$ cat config.mk
export PLATFORM = sky130hd
export DESIGN_NAME = stitch_pipeline_ctrl
export DESIGN_NICKNAME = d
export VERILOG_FILES = /design/src/rtl/stitch_pipeline_ctrl.sv
export SDC_FILE = /design/constraint.sdc
export NUM_CORES = 1
export LEC_CHECK = 0
export CAP_MARGIN = 20
export CORE_MARGIN = 8
export CORE_UTILIZATION = 45
export CTS_BUF_LIST = sky130_fd_sc_hd__clkbuf_8
export DETAILED_ROUTE_END_ITERATION = 10
export GPL_TIMING_DRIVEN = 0
export MAX_ROUTING_LAYER = met4
export PLACE_DENSITY = 0.8
export SLEW_MARGIN = 20
export SYNTH_ARGS = -nofsm -noshare
export SYNTH_HDL_FRONTEND = slang
export SYNTH_SLANG_ARGS = --single-unit
$ cat constraint.sdc
create_clock -name clk -period 3.8 [get_ports clk]
set_input_delay 0.38 -clock clk [delete_from_list [all_inputs] [get_ports clk]]
set_output_delay 0.38 -clock clk [all_outputs]
set_load 0.1 [all_outputs]
$ cat src/rtl/stitch_pipeline_ctrl.sv
// rtl/stitch_pipeline_ctrl.sv - valid/ready sequencer for a stitched N-stage pipeline
module stitch_pipeline_ctrl #(
  parameter int STAGES = 2,
  parameter int CNT_W  = 32
) (
  input  logic                         clk,
  input  logic                         rst_n,
  input  logic                         in_valid,
  output logic                         in_ready,
  output logic                         out_valid,
  input  logic                         out_ready,
  output logic [STAGES-1:0]            stage_en,
  output logic [STAGES-1:0]            stage_valid,
  input  logic                         drain_req,
  output logic                         drain_done,
  input  logic                         flush,
  output logic [$clog2(STAGES+1)-1:0]  occupancy,
  output logic [CNT_W-1:0]             txn_count,
  output logic [CNT_W-1:0]             stall_count
);

  localparam int OCC_W = $clog2(STAGES + 1);

  typedef enum logic [1:0] {ST_RUN, ST_DRAIN, ST_DONE} state_e;

  state_e             state_q, state_d;
  logic [STAGES-1:0]  v_q, v_d;
  logic [OCC_W-1:0]   occ_q, occ_d;
  logic [CNT_W-1:0]   txn_q, txn_d;
  logic [CNT_W-1:0]   stall_q, stall_d;
  logic [STAGES:0]    rdy;
  logic               accept_en;

  // A stage can load when it is empty or the stage after it is moving.
  always_comb begin
    rdy         = '0;
    rdy[STAGES] = out_ready;
    for (int k = STAGES - 1; k >= 0; k--) begin
      rdy[k] = !v_q[k] | rdy[k+1];
    end
  end

  assign accept_en   = (state_q == ST_RUN);
  assign in_ready    = rdy[0] & accept_en & !flush;
  assign stage_en    = flush ? '1 : rdy[STAGES-1:0];
  assign out_valid   = v_q[STAGES-1];
  assign stage_valid = v_q;
  assign drain_done  = (state_q == ST_DONE);
  assign occupancy   = occ_q;
  assign txn_count   = txn_q;
  assign stall_count = stall_q;

  always_comb begin
    state_d = state_q;
    v_d     = v_q;
    occ_d   = '0;
    txn_d   = txn_q;
    stall_d = stall_q;

    if (flush) begin
      v_d = '0;
    end else begin
      if (rdy[0]) v_d[0] = in_valid & accept_en;
      for (int k = 1; k < STAGES; k++) begin
        if (rdy[k]) v_d[k] = v_q[k-1];
      end
    end

    unique case (state_q)
      ST_RUN:   if (drain_req) state_d = ST_DRAIN;
      ST_DRAIN: if (v_q == '0) state_d = ST_DONE;
      ST_DONE:  state_d = ST_RUN;
      default:  state_d = ST_RUN;
    endcase
    if (flush) state_d = ST_RUN;

    for (int k = 0; k < STAGES; k++) begin
      occ_d = occ_d + OCC_W'(v_d[k]);
    end

    if (in_valid && in_ready)    txn_d   = txn_q + CNT_W'(1);
    if (out_valid && !out_ready) stall_d = stall_q + CNT_W'(1);
  end

  always_ff @(posedge clk or negedge rst_n) begin
    if (!rst_n) begin
      state_q <= ST_RUN;
      v_q     <= '0;
      occ_q   <= '0;
      txn_q   <= '0;
      stall_q <= '0;
    end else begin
      state_q <= state_d;
      v_q     <= v_d;
      occ_q   <= occ_d;
      txn_q   <= txn_d;
      stall_q <= stall_d;
    end
  end

endmodule

**Yosys cells after proc, flatten, opt, wreduce, memory -nomap -nowiden**

Cells that the tools add are included.

- Bits in registers: 70
- Input bits: 6
- Output and inout bits: 73

- $add $sub $neg: 3
- Equality and inequality tests: 4
- Mux-type cells: 8
- Bitwise gates (word level): 5
- Reductions and logical operators: 9

Operators with widths:

| cell | count |
|---|---|
| 32-bit by 1-bit adder with 32-bit output (second input constant) | 2 |
| 2-bit two-way mux | 5 |
| 3-bit inequality test (second input constant) | 2 |
| 1-bit zero test | 4 |
| 2-bit zero test | 2 |
| 2-bit one-hot mux with 2 select lines | 1 |
| 1-bit bitwise AND | 3 |
| 1-bit by 1-bit adder with 2-bit output | 1 |
| 2-bit by 1-bit equality test with 1-bit output (second input constant) | 1 |
| 2-bit equality test (second input constant) | 1 |
| 1-bit logical AND | 2 |
| 1-bit two-way mux | 2 |
| 1-bit bitwise OR | 2 |
| 2-bit AND reduction | 1 |

**Longest topological paths before layout**

Gate-level depths: netlist (run 1).

- Word-level depth: 6
- Depth in mapped cells: 6

**Least setup slack after synthesis (run 1)**

OpenSTA, ideal clock, no wires.

- Path type: register -> output
- From: register v_q[1] (netlist: stage_valid[1])
- To: output in_ready
- Arrival time: 6029 ps
- Required time: 3420 ps
- Slack: -2609 ps
- Cell stages (with the launch flop): 4
- Buffers on the path: 1
- Cell sequence: dfrtp_1 -> and2b_1 -> buf_2 -> a2111oi_0

- Word-level cells in the longest chain between the ends: 5

Ends and longest elaborated chain:

| what | line | source |
|---|---|---|
| start, declared | 27 | `logic [STAGES-1:0] v_q, v_d;` |
| start signal, assigned | 94 | `v_q <= v_d;` |
| 1-bit zero test | 39 | `rdy[k] = !v_q[k] \| rdy[k+1];` |
| 1-bit bitwise OR (2 in series) | 39 |  |
| 1-bit bitwise AND (2 in series) | 44 | `assign in_ready = rdy[0] & accept_en & !flush;` |
| end, declared | 9 | `output logic in_ready,` |

Every way passes these cells.

**Worst setup path after layout (run 1)**

- From: input out_ready
- To: output in_ready

- Word-level cells in the longest chain between the ends: 4

Ends and longest elaborated chain:

| what | line | source |
|---|---|---|
| start, declared | 11 | `input logic out_ready,` |
| 1-bit bitwise OR (2 in series) | 39 |  |
| 1-bit bitwise AND (2 in series) | 44 |  |

Every way passes these cells.

==> run metrics, run 1 <==
status completed; CTS Hold Bufs 1; worst path required time 3.42 ns; Yosys reg bits 70; Gates resized, CTS repair 0; routed wire length 6810 um; Die H 99.2 um; ratio of cells with drive above 1 in the final layout 7.92%; htree depth 3; mux cell area share after synthesis less than 1%; Synth Net Count 279; final hold vios 0; Post-Syn Area between 3000 and 4000 sq um; RSZ-0062 raised after global routing no; MaxCap Viol Count 0; Post-DRT Antenna Nets 0; Cell variety after synth 33; register area 1750 sq um; mean post-synth cell area 11.5 sq um; DRT Pass-1 Iters 4; sequential power share 41.5%; Worst-Margin Slew 1.04 ns; Initial DRC Count 52; CTS tree yes; Fin Setup TNS 0 ns; sequential element share of the synthesized area about 56%; clock root cell clkbuf_8; area occupied by multi-input gates between 1000 and 1500 sq um; initial antenna violation count 0; GRT Util Overall roughly 15%; Final HPWL DP 5090 um; most common cell after layout, fill and taps aside clkdlybuf4s50_1; Post-route DRC 0; simple-gate area share of the yosys netlist 21.8%; # IOs 79; CTS max path bufs 2; dpl cell area 4030 sq um; global route overflow 0; crit-path max FO 10; setup violators final 0; Tightest Hold Check Type in -> async; Worst-Skew Late Latency 0.34 ns; CTS sink count 70; Comb pwr share a little under a third; Int Power 1280 uW; fin. max-slew vios 0; FILL cells 544; fin crit period roughly 3.2 ns; Final Cell Area 4240 sq um; GPL Wtd Cong ~0.88; post-synthesis compound-gate area fraction 1.57%; Placement Setup Slack 0.605 ns; CTS clk-pin slew, worst paths approximately 0.07 ns; FMAX ~310 MHz; Setup CP Type in -> out; nets 370; largest net degree at the start of global routing 49; Initial Utilization a little under half; Ys Warns 0; first-pass GRT wire length 11300 um; die area about 10000 sq um; CORE AREA 6760 sq um; vias 2290; die width roughly 99 um; Final Non-Filler Cells 446; Worst VDD drop between 0.5 and 0.6 mV; Worst Path Arrival approximately 2.8 ns; switching pwr roughly 830 uW; fraction of power spent switching nets a little under 40%; ANT cells 0; most frequent cells in the layout clkdlybuf4s50_1 (77), dfrtp_1 (70), xnor2_1 (38); final worst-path setup slack 0.618 ns; Port Buffers 78; CTS Buf Count 9; P per Cell Area 498 nW/um^2; Via-to-Cell Ratio 5.13; crit start category input port; Leakage 0.00191 uW; main combinational cell family by area after synthesis simple AND/OR/NAND/NOR gates; Cells after DPL 429; Slew HR 30.5%; Max Clock Skew approximately 0.0076 ns; xor and xnor area share after synthesis 17.4%; fraction of the mapped netlist area in adder cells 1.21%; Syn-to-layout area delta 36.1%; Worst Setup End Kind primary output; number of global-route vias before repair roughly 2300; WL per Instance 15.3 um; count of mapped cells out of synthesis 270; slack of the worst reg-to-reg path 1.51 ns; part of the power in the clock network about 28%; Post-CTS Setup Inserts 0; Final period util 83.7%; cell row count 30
worst max-delay path: stages:
cell	delay (ns)
clkdlybuf4s50_1	0.45
and2b_1	0.22
buf_2	0.20
a2111oi_2	0.36
clkdlybuf4s50_1	1.19
stage by stage:
step	hold WS, ns	power (uW)	util (%)
2_1_floorplan	0.0844	1350	-
6_report	0.470	2110	62.7
3_5_place_dp	0.300	1530	59.6
3_3_place_gp	0.459	1520	59.2
5_1_grt	0.489	2190	62.7
4_1_cts	0.474	2130	62.7
kinds of logic (layout without fill, tap and decap cells):
kind of cell | Yosys count | after routing
xor+xnor | 62 | 62
fa+ha+maj | 3 | 3
compound gates | 4 | 4
flops | 70 | 70
buf+inv | 8 | 104
mux | 1 | 1
simple gates | 122 | 122
per-layer routing:
layer	vias to the layer above	track usage (%)	wire length [um]
li1	1118	-	-
met1	1096	17.1	3050
met2	65	22.9	3160
met3	11	4.75	480
met4	0	6.98	118
met5	-	-	0
power by group through the flow:
stage               sequential (uW)  clock (uW)  combinational (uW)
global placement                887           0                 629
global route                    884         645                 660
finish                          876         599                 635
CTS                             877         611                 640
floorplan                      1260           0                97.8
detailed placement              889           0                 638
sequential cells by signal (all words and copies together) (netlist names):
| register | cells |
|---|---|
| stage_valid | 2 |
| stall_count | 32 |
| state_q | 2 |
| txn_count | 32 |
| occupancy | 2 |
final cells by class:
cell class                 instances  share of cell area (%)
clock inverter                     5                    1.18
inverter                           5                   0.443
tap                               80                    2.36
sequential                        70                    41.3
buffer                             3                   0.561
multi-input combinational        192                    31.3
clock buffer                      11                    3.57
timing repair buffer              80                    19.3
path summary, 6_finish.rpt:
kind	cells after the start	to	startpoint
hold reg to reg	1	stall_count[31]$_DFFE_PN0N_	stall_count[31]$_DFFE_PN0N_
max in group asynchronous	3	txn_count[24]$_DFFE_PN0P_	rst_n
hold / removal	2	stall_count[7]$_DFFE_PN0N_	rst_n
setup reg to reg	6	stall_count[25]$_DFFE_PN0N_	stage_valid[1]$_DFF_PN0_
setup / recovery	5	in_ready	out_ready
min in group clk	1	stall_count[31]$_DFFE_PN0N_	stall_count[31]$_DFFE_PN0N_
Yosys cell counts (all sizes together):
cell | count | area (sq um)
dfrtp | 70 | 1750
and4 | 4 | 35.0
nand4 | 15 | 100
nand2b | 2 | 12.5
xor2 | 24 | 210
ha | 3 | 37.5
mux2 | 1 | 11.3
a21o | 1 | 7.51
nor2b | 1 | 6.26
nand2 | 29 | 109
nand3b | 1 | 7.51
or4 | 1 | 7.51
inv | 5 | 18.8
buf | 3 | 23.8
nand3 | 21 | 110
or2 | 1 | 6.26
nor4 | 7 | 80.1
and2 | 3 | 18.8
nor2 | 16 | 60.1
nor3 | 11 | 55.1
o21ai | 1 | 5.00
and2b | 1 | 7.51
or4b | 1 | 13.8
a2111oi | 2 | 36.3
xnor2 | 38 | 333
and3 | 8 | 50.1
Power figures use the tool's default switching activity.
==> run 2, diff against run 1 <==
- clock period: 3.8 -> 2.95 ns (I/O delays scaled with it)
==> run 2 against run 1 <==
Total power increased by 32%. Setup slack got worse by 0.45 ns. Worst hold slack got worse by 0.084 ns. Critical path depth unchanged. Routed wire length increased by 3.7%. Non-clock buffer count unchanged. Critical path type unchanged.
==> run metrics, run 2 (synthesis gave the netlist of run 1 again) <==
r2r worst-path depth 6; Reg-to-Reg Start stage_valid[1]$_DFF_PN0_; Initial DRC Count 43; fin. max-slew vios 0; ANT cells 0; CTS clk-pin slew, worst paths 0.07 ns; Cells after DPL between 400 and 500; most frequent cells in the layout clkdlybuf4s50_1 (76), dfrtp_1 (70), xnor2_1 (38); die width between 90 and 100 um; ratio of cells with drive above 1 in the final layout 7.92%; FMAX 360 MHz; status completed; crit start category input port; Final HPWL DP 5230 um; clock root cell clkbuf_8; RSZ-0062 raised after global routing no; number of global-route vias before repair roughly 2400; Post-route DRC 0; Setup CP Type in -> out; Worst Setup End Kind primary output; Worst-Margin Slew 1.03 ns; die area roughly 9800 sq um; Final Non-Filler Cells 446; final hold vios 0; cell row count 30; Slew HR 31.0%; DRT Pass-1 Iters 4; Die H 99.2 um; FILL cells 543; htree depth 3; GPL Wtd Cong 0.825; Post-DRT Antenna Nets 0; global route overflow 0; Worst-Skew Late Latency around 0.34 ns; first-pass GRT wire length 11700 um; CORE AREA around 6800 sq um; Tightest Hold Check Type in -> async; Syn-to-layout area delta 36.9%; Worst Path Arrival 2.48 ns; fin crit period 2.78 ns; most common cell after layout, fill and taps aside clkdlybuf4s50_1; setup violators final 0; worst path required time 2.65 ns; vias 2319; slowest stage delay, CP 1.15 ns; Initial Utilization 46.1%; # IOs 79; most used cell along the critical path clkdlybuf4s50_1; Leakage 0.00192 uW; Worst R2R End stall_count[25]$_DFFE_PN0N_; CP cell instances clkdlybuf4s50_1, and2b_1, buf_2, nand3b_1, clkdlybuf4s50_1; CTS tree yes; Pwr Total approximately 2800 uW; CP max stage cell clkdlybuf4s50_1; Max Clock Skew roughly 0.0062 ns; nets 370; MaxCap Viol Count 0; CTS sink count 70; initial antenna violation count 0; Via-to-Cell Ratio 5.20; CTS Buf Count 9; final core utilization 63.1%; WL per Instance 15.8 um; routed wire length 7060 um; Final period util 94.2%; largest net degree at the start of global routing 49; CTS max path bufs 2; Port Buffers 78; crit-path max FO 10; GRT Util Overall 15.3%; Worst VDD drop 0.615 mV; P per Cell Area 653 nW/um^2; slack of the worst reg-to-reg path 0.66 ns
## run 2: changes by cell type in the layout (fill, tap and decap cells not counted), sizes merged
cell	before	now
dlygate4sd2	0	1
clkinvlp	1	0
clkinv	1	2
clkdlybuf4s50	77	76
bufinv	1	2
clkbuf	11	10
## run 2: cell type report
cell class	instances	area [sq um]	area share (%)
Buffer	3	23.8	0.558
Clock inverter	6	77.6	1.82
Multi-Input combinational cell	192	1340	31.4
Sequential cell	70	1750	41.1
Clock buffer	10	138	3.23
Tap cell	80	100	2.35
Inverter	5	18.8	0.440
Timing Repair Buffer	80	815	19.1
## run 2: report_power, final
group	internal (uW)	switching, uW
clock network	490	346
logic	186	632
registers	1030	100
total	1710	1080
## run 2: what timing repair did
action,4_1_cts,5_1_grt
buffers inserted,0,0
hold buffers,1,0
setup endpoints to repair,1,0
endpoints found under the hold margin,22,0
resized for setup,1,0
## run 2: layer usage
metal | routed length [um] | up-vias | global-route usage (%)
li1 | - | 1110 | -
met1 | 3050 | 1122 | 17.3
met2 | 3410 | 72 | 24.4
met3 | 507 | 15 | 5.17
met4 | 93 | 0 | 6.17
met5 | 0 | - | -
## run 2: how the worst max path moves through the flow
stage,from,to,slack [ns]
after floorplan,stage_valid[1]$_DFF_PN0_,occupancy[0]$_DFF_PN0_,0.03
after global placement,rst_n,txn_count[6]$_DFFE_PN0P_,-0.69
after detailed placement,out_ready,in_ready,-0.09
after CTS,stage_valid[1]$_DFF_PN0_,stage_en[0],0.15
after global routing,stage_valid[1]$_DFF_PN0_,stage_en[0],0.07
final,out_ready,stage_en[0],0.17
## run 2: through the flow
stage	setup WS, ns	hold slack [ns]	area (sq um)	TNS, ns
after global placement	-0.692	0.458	4010	-48.15
after floorplan	0.0309	-0.000591	3130	0
after detailed placement	-0.0875	0.214	4040	-0.0875
final	0.172	0.386	4260	0
after CTS	0.150	0.391	4260	0
after global routing	0.0740	0.418	4260	0
## run 2: critical path: cells and delay by family
kind	cells	cell delay, ns
AND/OR/NAND/NOR	2	0.35
buffers and inverters	3	1.82
==> run 3, diff against run 2 <==
- CAP_MARGIN: 20 -> 30
==> results of run 3 <==
No change in the layout: final DEF, timing and power equal those of run 2.
